### config.mk
export PLATFORM = sky130hd
export DESIGN_NAME = mul_hazard_ctrl
export DESIGN_NICKNAME = d
export VERILOG_FILES = /design/src/rtl/mul_hazard_ctrl_pkg.sv /design/src/rtl/mul_hazard_ctrl_mul_latency_ctr.sv /design/src/rtl/mul_hazard_ctrl.sv
export SDC_FILE = /design/constraint.sdc
export NUM_CORES = 1
export LEC_CHECK = 0
export ABC_CLOCK_PERIOD_IN_PS = 1950
export BUFFER_PORTS_ARGS = -buffer_cell sky130_fd_sc_hd__buf_2
export CAP_MARGIN = 25
export CORE_MARGIN = 1.5
export CORE_UTILIZATION = 35
export CTS_BUF_LIST = sky130_fd_sc_hd__clkbuf_8 sky130_fd_sc_hd__clkbuf_16
export CTS_CLUSTER_SIZE = 20
export DETAILED_ROUTE_END_ITERATION = 10
export GPL_ROUTABILITY_DRIVEN = 0
export PLACE_DENSITY_LB_ADDON = 0.1
export SYNTH_ARGS = -nofsm -noshare
export SYNTH_HDL_FRONTEND = slang
export SYNTH_HIERARCHICAL = 1
export SYNTH_SLANG_ARGS = --single-unit
### constraint.sdc
create_clock -name clk -period 1.95 [get_ports clk]
set_clock_uncertainty 0.15 [all_clocks]
set_input_delay 0.2925 -clock clk [delete_from_list [all_inputs] [get_ports clk]]
set_output_delay 0.2925 -clock clk [all_outputs]
set_load 0.02 [all_outputs]
### src/rtl/mul_hazard_ctrl_pkg.sv
// Shared constants for the multiplier hazard controller: forwarding mux encodings
// and the states of the multiplier occupancy FSM.
package mul_hazard_ctrl_pkg;

  localparam logic [1:0] FWD_EXMEM   = 2'd2;
  localparam logic [1:0] FWD_MEMWB   = 2'd1;
  localparam logic [1:0] FWD_REGFILE = 2'd0;

  typedef enum logic {
    ST_IDLE = 1'b0,
    ST_BUSY = 1'b1
  } state_t;

endpackage

### src/rtl/mul_hazard_ctrl_mul_latency_ctr.sv
// Sequences the EX-stage occupancy of a multi-cycle MUL: start pulse, stall cycles,
// and a done pulse on the last cycle. Only state and counter are registered.
module mul_latency_ctr
  import mul_hazard_ctrl_pkg::*;
#(
  parameter int MULT_CYCLES = 3
) (
  input  logic clk,
  input  logic arst_n,
  input  logic ex_is_mul,
  output logic mul_start,
  output logic mul_stall,
  output logic mul_done,
  output logic mul_busy
);

  localparam int CNT_W = $clog2(MULT_CYCLES);
  localparam logic [CNT_W-1:0] CNT_ZERO = {CNT_W{1'b0}};
  localparam logic [CNT_W-1:0] CNT_ONE  = CNT_W'(1);
  // The start cycle is spent in IDLE, so BUSY covers the remaining MULT_CYCLES-1 cycles.
  localparam logic [CNT_W-1:0] CNT_LOAD = CNT_W'(MULT_CYCLES - 2);

  state_t           state_r;
  logic [CNT_W-1:0] cnt_r;

  // Occupancy FSM and remaining-cycle counter.
  always_ff @(posedge clk or negedge arst_n) begin
    if (!arst_n) begin
      state_r <= ST_IDLE;
      cnt_r   <= CNT_ZERO;
    end else begin
      case (state_r)
        ST_IDLE: begin
          if (ex_is_mul) begin
            state_r <= ST_BUSY;
            cnt_r   <= CNT_LOAD;
          end else begin
            state_r <= ST_IDLE;
            cnt_r   <= CNT_ZERO;
          end
        end
        ST_BUSY: begin
          if (cnt_r != CNT_ZERO) begin
            state_r <= ST_BUSY;
            cnt_r   <= cnt_r - CNT_ONE;
          end else begin
            state_r <= ST_IDLE;
            cnt_r   <= CNT_ZERO;
          end
        end
        default: begin
          state_r <= ST_IDLE;
          cnt_r   <= CNT_ZERO;
        end
      endcase
    end
  end

  // Decode the sequencing outputs from state, counter and the incoming MUL flag.
  always_comb begin
    mul_start = 1'b0;
    mul_stall = 1'b0;
    mul_done  = 1'b0;
    mul_busy  = 1'b0;
    case (state_r)
      ST_IDLE: begin
        if (ex_is_mul) begin
          mul_start = 1'b1;
          mul_stall = 1'b1;
        end else begin
          mul_start = 1'b0;
          mul_stall = 1'b0;
        end
      end
      ST_BUSY: begin
        mul_busy = 1'b1;
        if (cnt_r != CNT_ZERO) begin
          mul_stall = 1'b1;
        end else begin
          mul_done = 1'b1;
        end
      end
      default: begin
        mul_busy = 1'b0;
      end
    endcase
  end

endmodule

### src/rtl/mul_hazard_ctrl.sv
// Pipeline hazard controller: EX operand forwarding, load-use detection and
// multi-cycle MUL stall sequencing, producing stall/flush/bubble controls.
module mul_hazard_ctrl
  import mul_hazard_ctrl_pkg::*;
#(
  parameter int REG_ADDR_W  = 5,
  parameter int MULT_CYCLES = 3
) (
  input  logic                  clk,
  input  logic                  arst_n,
  input  logic [REG_ADDR_W-1:0] id_rs1,
  input  logic [REG_ADDR_W-1:0] id_rs2,
  input  logic [REG_ADDR_W-1:0] ex_rs1,
  input  logic [REG_ADDR_W-1:0] ex_rs2,
  input  logic [REG_ADDR_W-1:0] ex_rd,
  input  logic                  ex_reg_write,
  input  logic                  ex_mem_read,
  input  logic                  ex_is_mul,
  input  logic [REG_ADDR_W-1:0] mem_rd,
  input  logic [REG_ADDR_W-1:0] wb_rd,
  input  logic                  mem_reg_write,
  input  logic                  wb_reg_write,
  output logic [1:0]            fwd_sel_a,
  output logic [1:0]            fwd_sel_b,
  output logic                  stall_front,
  output logic                  stall_ex,
  output logic                  flush_id_ex,
  output logic                  bubble_mem,
  output logic                  mul_start,
  output logic                  mul_done,
  output logic                  mul_busy
);

  localparam logic [REG_ADDR_W-1:0] REG_ZERO = {REG_ADDR_W{1'b0}};

  logic mul_stall_s;
  logic load_use_s;

  // The younger producer (EX/MEM) wins over MEM/WB; x0 is never forwarded.
  function automatic logic [1:0] fwd_pick(
    input logic [REG_ADDR_W-1:0] rs,
    input logic [REG_ADDR_W-1:0] m_rd,
    input logic                  m_we,
    input logic [REG_ADDR_W-1:0] w_rd,
    input logic                  w_we
  );
    logic [1:0] sel;
    if (m_we && (m_rd != REG_ZERO) && (m_rd == rs)) begin
      sel = FWD_EXMEM;
    end else if (w_we && (w_rd != REG_ZERO) && (w_rd == rs)) begin
      sel = FWD_MEMWB;
    end else begin
      sel = FWD_REGFILE;
    end
    return sel;
  endfunction

  mul_latency_ctr #(
    .MULT_CYCLES(MULT_CYCLES)
  ) u_mul_latency_ctr (
    .clk      (clk),
    .arst_n   (arst_n),
    .ex_is_mul(ex_is_mul),
    .mul_start(mul_start),
    .mul_stall(mul_stall_s),
    .mul_done (mul_done),
    .mul_busy (mul_busy)
  );

  // Forwarding selects, load-use detection and pipeline-register controls.
  always_comb begin
    fwd_sel_a  = fwd_pick(ex_rs1, mem_rd, mem_reg_write, wb_rd, wb_reg_write);
    fwd_sel_b  = fwd_pick(ex_rs2, mem_rd, mem_reg_write, wb_rd, wb_reg_write);
    load_use_s = ex_mem_read && ex_reg_write && (ex_rd != REG_ZERO) &&
                 ((ex_rd == id_rs1) || (ex_rd == id_rs2));
    if (mul_stall_s) begin
      // A MUL stall freezes ID/EX, so a pending load-use is re-checked after it ends.
      stall_front = 1'b1;
      stall_ex    = 1'b1;
      bubble_mem  = 1'b1;
      flush_id_ex = 1'b0;
    end else if (load_use_s) begin
      stall_front = 1'b1;
      stall_ex    = 1'b0;
      bubble_mem  = 1'b0;
      flush_id_ex = 1'b1;
    end else begin
      stall_front = 1'b0;
      stall_ex    = 1'b0;
      bubble_mem  = 1'b0;
      flush_id_ex = 1'b0;
    end
  end

endmodule

* Yosys cells after proc, flatten, opt, wreduce, memory -nomap -nowiden *
Index checks and enable logic that the tools add are counted.
Widths: inputs -> output; s select.

cells by class
  $add $sub $neg = 1
  eq/ne operators = 6
  bitwise operators = 1
  reduce and logical (&&, ||, !) cells = 14
  multiplexer cells = 18

operators with widths
  cell                 number
  $eq 5x5->1           6
  $reduce_bool 5->1    3
  $mux 1               13
  $logic_and 1x1->1    9
  $mux 2               3
  $pmux 2 s2           1
  $pmux 1 s2           1
  $reduce_bool 2->1    1
  $sub 2x1->2 const B  1
  $logic_or 1x1->1     1
  $not 1->1            1

storage, ports and cells
  input bits = 42
  register bits = 3
  output and inout port bits = 11
  logic and storage cells = 42

* Longest topological paths before layout *
  word-level depth = 5
  gate-level depth with buffers = 4
  depth with buffers taken out = 4

* By module *
Netlist, hierarchy kept.

modules (own cells, without submodules)
  module           cells an instance  instances  sequential area each (sq um)  area an instance (sq um)
  mul_hazard_ctrl  52                 1          0.0                           414.1
  mul_latency_ctr  10                 1          75.1                          120.1

* Worst setup path after synthesis *
Ideal clock, no wire load.

  path kind = register -> output
  start point = reg u_mul_latency_ctr.state_r
  end point = out flush_id_ex
  path slack = -0.196 ns
  data required time = 1.507 ns
  cell stages (with the launch flop) = 4
  path buffers = 0
  arrival time = 1.703 ns
  path through = dfrtp_1 nor3b_2 nor2_1 nor3_1

on the way
  longest elaborated chain between the ends = 3

RTL lines
  item                    line                                   text
  start, declared         mul_hazard_ctrl_mul_latency_ctr.sv:23  state_t state_r;
  start signal, assigned  mul_hazard_ctrl_mul_latency_ctr.sv:29  state_r <= ST_IDLE;
  start signal, assigned  mul_hazard_ctrl_mul_latency_ctr.sv:35  state_r <= ST_BUSY;
  start signal, assigned  mul_hazard_ctrl_mul_latency_ctr.sv:38  state_r <= ST_IDLE;
  $not 1->1               mul_hazard_ctrl_mul_latency_ctr.sv:65  case (state_r)
  $pmux 1 s2 *            mul_hazard_ctrl_mul_latency_ctr.sv:65
  $mux 1 *                mul_hazard_ctrl.sv:76                  if (mul_stall_s) begin
  end, declared           mul_hazard_ctrl.sv:27                  output logic flush_id_ex,

Every way passes the cells marked *; elsewhere a longest branch is shown, timed or not.

* Worst setup path after layout *
  start point = in mem_rd[1]
  end point = out fwd_sel_b[0]

on the way
  longest elaborated chain between the ends = 4
  elaborated cells between the ends (all ways) = 5
  classes of those cells = 1 x eq/ne; 1 x mux; 3 x reduce/logical

RTL lines
  item                 line                   text
  start, declared      mul_hazard_ctrl.sv:19  input logic [REG_ADDR_W-1:0] mem_rd,
  $reduce_bool 5->1    mul_hazard_ctrl.sv:48  if (m_we && (m_rd != REG_ZERO) && (m_rd == rs)) begin
  $logic_and 1x1->1    mul_hazard_ctrl.sv:48
  $logic_and 1x1->1 *  mul_hazard_ctrl.sv:48
  $mux 2 *             mul_hazard_ctrl.sv:48
  end, declared        mul_hazard_ctrl.sv:24  output logic [1:0] fwd_sel_b,

Marks and branches as above.

==> results.md <==
- Slew @ Worst Pin: about 0.34 ns
- Initial antenna violation count: 0
- Via count: 722
- RSZ-0062 raised after global routing: yes
- DRT iter0 DRCs: 5
- Number of synthesis warnings: 6
- DPL Wire Length: roughly 1500 µm
- Minimum clock period: about 2 ns
- Overflow after GRT: 0
- Critical Path Start Type: primary input
- Htree depth: 1
- Die area: 1770 µm²
- Die Y: ~42 µm
- P&R area growth vs syn: 90.9%
- Final net count: ~170
- Die X: between 40 and 50 µm
- Number of global-route vias before repair: roughly 760
- Clk_lat worst skew: around 0.22 ns
- Endpoint class of the critical path: output pin
- Critical-path cell list: buf_2 -> or4_1 -> o21ai_2 -> nor4_2 -> nor4_2 -> buf_2
- Worst setup startpoint: mem_rd[1]
- Hold Slack: 0.255 ns
- Slew HR: around 77%
- Depth of the most critical reg-to-reg path: 2
- Peak VDD IR: ~420 µV
- Initial core utilization: approximately two fifths
- Crit-path max cell delay: between 0.5 and 0.6 ns
- Status: finished with violations
- Synth area leaders: xor2_1, dfrtp_1, xnor2_1
- CP Capture Point: fwd_sel_b[0]
- Cells after Synth: between 60 and 70
- Avg Cell Area, Syn: about 8.6 µm²
- Final setup vio count: 2
- WL final: between 1500 and 2000 µm
- CTS tree: done
- Leak pwr: 0.000520 µW
- Max_cap viols: 0
- Clk slew on worst S/H paths: ~0.03 ns
- Critical path class: in -> out
- FF-to-FF setup slack: slightly above 0.9 ns
- Post-synth cell types: 20
- Flops & latches, synth: 3
- GRT Overall Usage: 21.4%
- Port bufs: 52
- Leading area contributor after synthesis: xor2_1
- Worst R2R Start: u_mul_latency_ctr/state_r$_DFF_PN0_
- Antenna viol nets, final: 0
- Inserted Clock Buffers: 3
- Cell Area, Synth: 534 µm²
- Largest net degree at the start of global routing: 7
- Fraction of layout cells with a size suffix above 1: around three fifths
- Arrival time worst endpoint: roughly 1.5 ns
- Antenna Cells: 0
- Final WS setup: -0.0329 ns
- Max stage delay cell, worst path: or4_1
- Yosys top cell area share: between 30% and 40%
- Std cell rows: 13
- Failing checks: negative setup slack
- Max Slew Vio Count: 0
- Cell Pwr Density: ~650 nW/µm²
- Critical Path RT: about 1.5 ns
- First-pass GRT wire length: between 2000 and 3000 µm
- Syn nets: 104
- Final hold violations: 0
- Critical path fanouts, max: 2
- TritonRoute pass-1 iters: 2
- Worst r2r dst: u_mul_latency_ctr/state_r$_DFF_PN0_
- Clk root buf: clkbuf_8
- Vias per inst: ~5
- FMAX: 0.504 GHz
- Core Area: 1370 µm²
- CTS Buffer Depth: 2
- Worst hold-check path type: in -> async
- Wirelength per Cell: around 12 µm
- Pre-CTS setup slack: -0.121 ns
- Ports: 53
- CTS sink cnt: 3
- Sequential share of the synthesized area: between 10% and 20%
- DRC viols: 0
- Final worst path period share: 102%
[how the worst min path moves through the flow]
stage	start	to	slack [ns]	cells past startpoint
6_report	arst_n	u_mul_latency_ctr/state_r$_DFF_PN0_	0.26	2
5_1_grt	arst_n	u_mul_latency_ctr/state_r$_DFF_PN0_	0.29	2
4_1_cts	arst_n	u_mul_latency_ctr/state_r$_DFF_PN0_	0.25	2
3_5_place_dp	arst_n	u_mul_latency_ctr/cnt_r[1]$_DFF_PN0_	-0.06	1
3_3_place_gp	arst_n	u_mul_latency_ctr/state_r$_DFF_PN0_	-0.06	1
2_1_floorplan	arst_n	u_mul_latency_ctr/cnt_r[0]$_DFF_PN0_	-0.15	0
[sequential cells by signal, summed over array words and instances, names as in the netlist]
signal,count
u_mul_latency_ctr/cnt_r,2
u_mul_latency_ctr/state_r,1
[cell usage after synthesis (all sizes together)]
cell type / instances
a22oi: 1
a31o: 1
and3: 1
buf: 1
dfrtp: 3
inv: 1
nand3: 2
nor2: 4
nor2b: 1
nor3: 3
nor3b: 1
nor4: 4
o211ai: 1
o21ai: 2
o21bai: 1
or4: 5
xnor2: 6
xor2: 24
[where the power goes]
| part | internal (µW) | switching (µW) |
|---|---|---|
| registers | 79.3 | 22.7 |
| clock network | 134 | 42.6 |
| logic | 176 | 207 |
| total | 390 | 273 |
[kinds of logic (layout without fill, tap and decap cells)]
| family | count (synthesis) | count (layout) | share of synthesized area (%) |
|---|---|---|---|
| AO/OA/AOI/OAI | 6 | 6 | 8.43 |
| AND/OR/NAND/NOR | 21 | 21 | 26.2 |
| XOR/XNOR | 30 | 30 | 49.2 |
| flip-flops | 3 | 3 | 14.1 |
| buffers and inverters | 2 | 71 | 2.11 |
[cells in the final DEF, fill, tap and decap left out, drive strengths merged]
| cell | synthesis | final |
|---|---|---|
| buf | 1 | 65 |
| xor2 | 24 | 24 |
| o21bai | 1 | 1 |
| inv | 1 | 2 |
| o21ai | 2 | 2 |
| clkbuf | 0 | 3 |
| dfrtp | 3 | 3 |
| or4 | 5 | 5 |
| a22oi | 1 | 1 |
| xnor2 | 6 | 6 |
| and3 | 1 | 1 |
| nand3 | 2 | 2 |
| nor3b | 1 | 1 |
| dlygate4sd3 | 0 | 1 |
| nor2 | 4 | 4 |
| nor4 | 4 | 4 |
| nor2b | 1 | 1 |
| a31o | 1 | 1 |
| o211ai | 1 | 1 |
| nor3 | 3 | 3 |
[per-layer routing]
| layer | vias to the layer above | routed length [µm] | global-route usage, % |
|---|---|---|---|
| met5 | - | 0 | 0 |
| met4 | 0 | 10 | 6.88 |
| met3 | 2 | 155 | 3.45 |
| met2 | 42 | 988 | 44.4 |
| met1 | 321 | 626 | 20.8 |
| li1 | 357 | - | - |
[worst max-delay path: cells and delay by family]
family / cells / cell delay, ns
buf+inv: 2 / 0.31
simple gates: 3 / 0.76
compound gates: 1 / 0.18
[stage by stage]
step | total power, µW | TNS (ns) | cells | area [µm²] | utilization (%)
floorplan | 318 | -0.0409 | 62 | 546 | -
global placement | 451 | -0.106 | 139 | 900 | 65.8
detailed placement | 462 | -0.220 | 139 | 900 | 65.8
CTS | 642 | -0.0698 | 144 | 957 | 70.1
global route | 707 | -0.207 | 146 | 1020 | 74.6
finish | 663 | -0.0516 | 146 | 1020 | 74.6
[area by class of cell]
cell class              count  area, µm²
clock inverters             1       3.75
clock buffers               3       41.3
repair buffers             66        395
flip-flops and latches      3       75.1
multi-input cells          57        482
well taps                  15       18.8
inverters                   1       3.75
fillers                   116        347
[timing repair]
action                                  CTS  global route
pin swaps                                 2             3
cloned                                    0             0
hold endpoints to repair                  3             0
setup buffers                             0             2
endpoints found under the setup margin    2             5
hold buffers                              1             0
resized for setup                         1            13
Note: power is estimated with default switching activity, not from simulation.
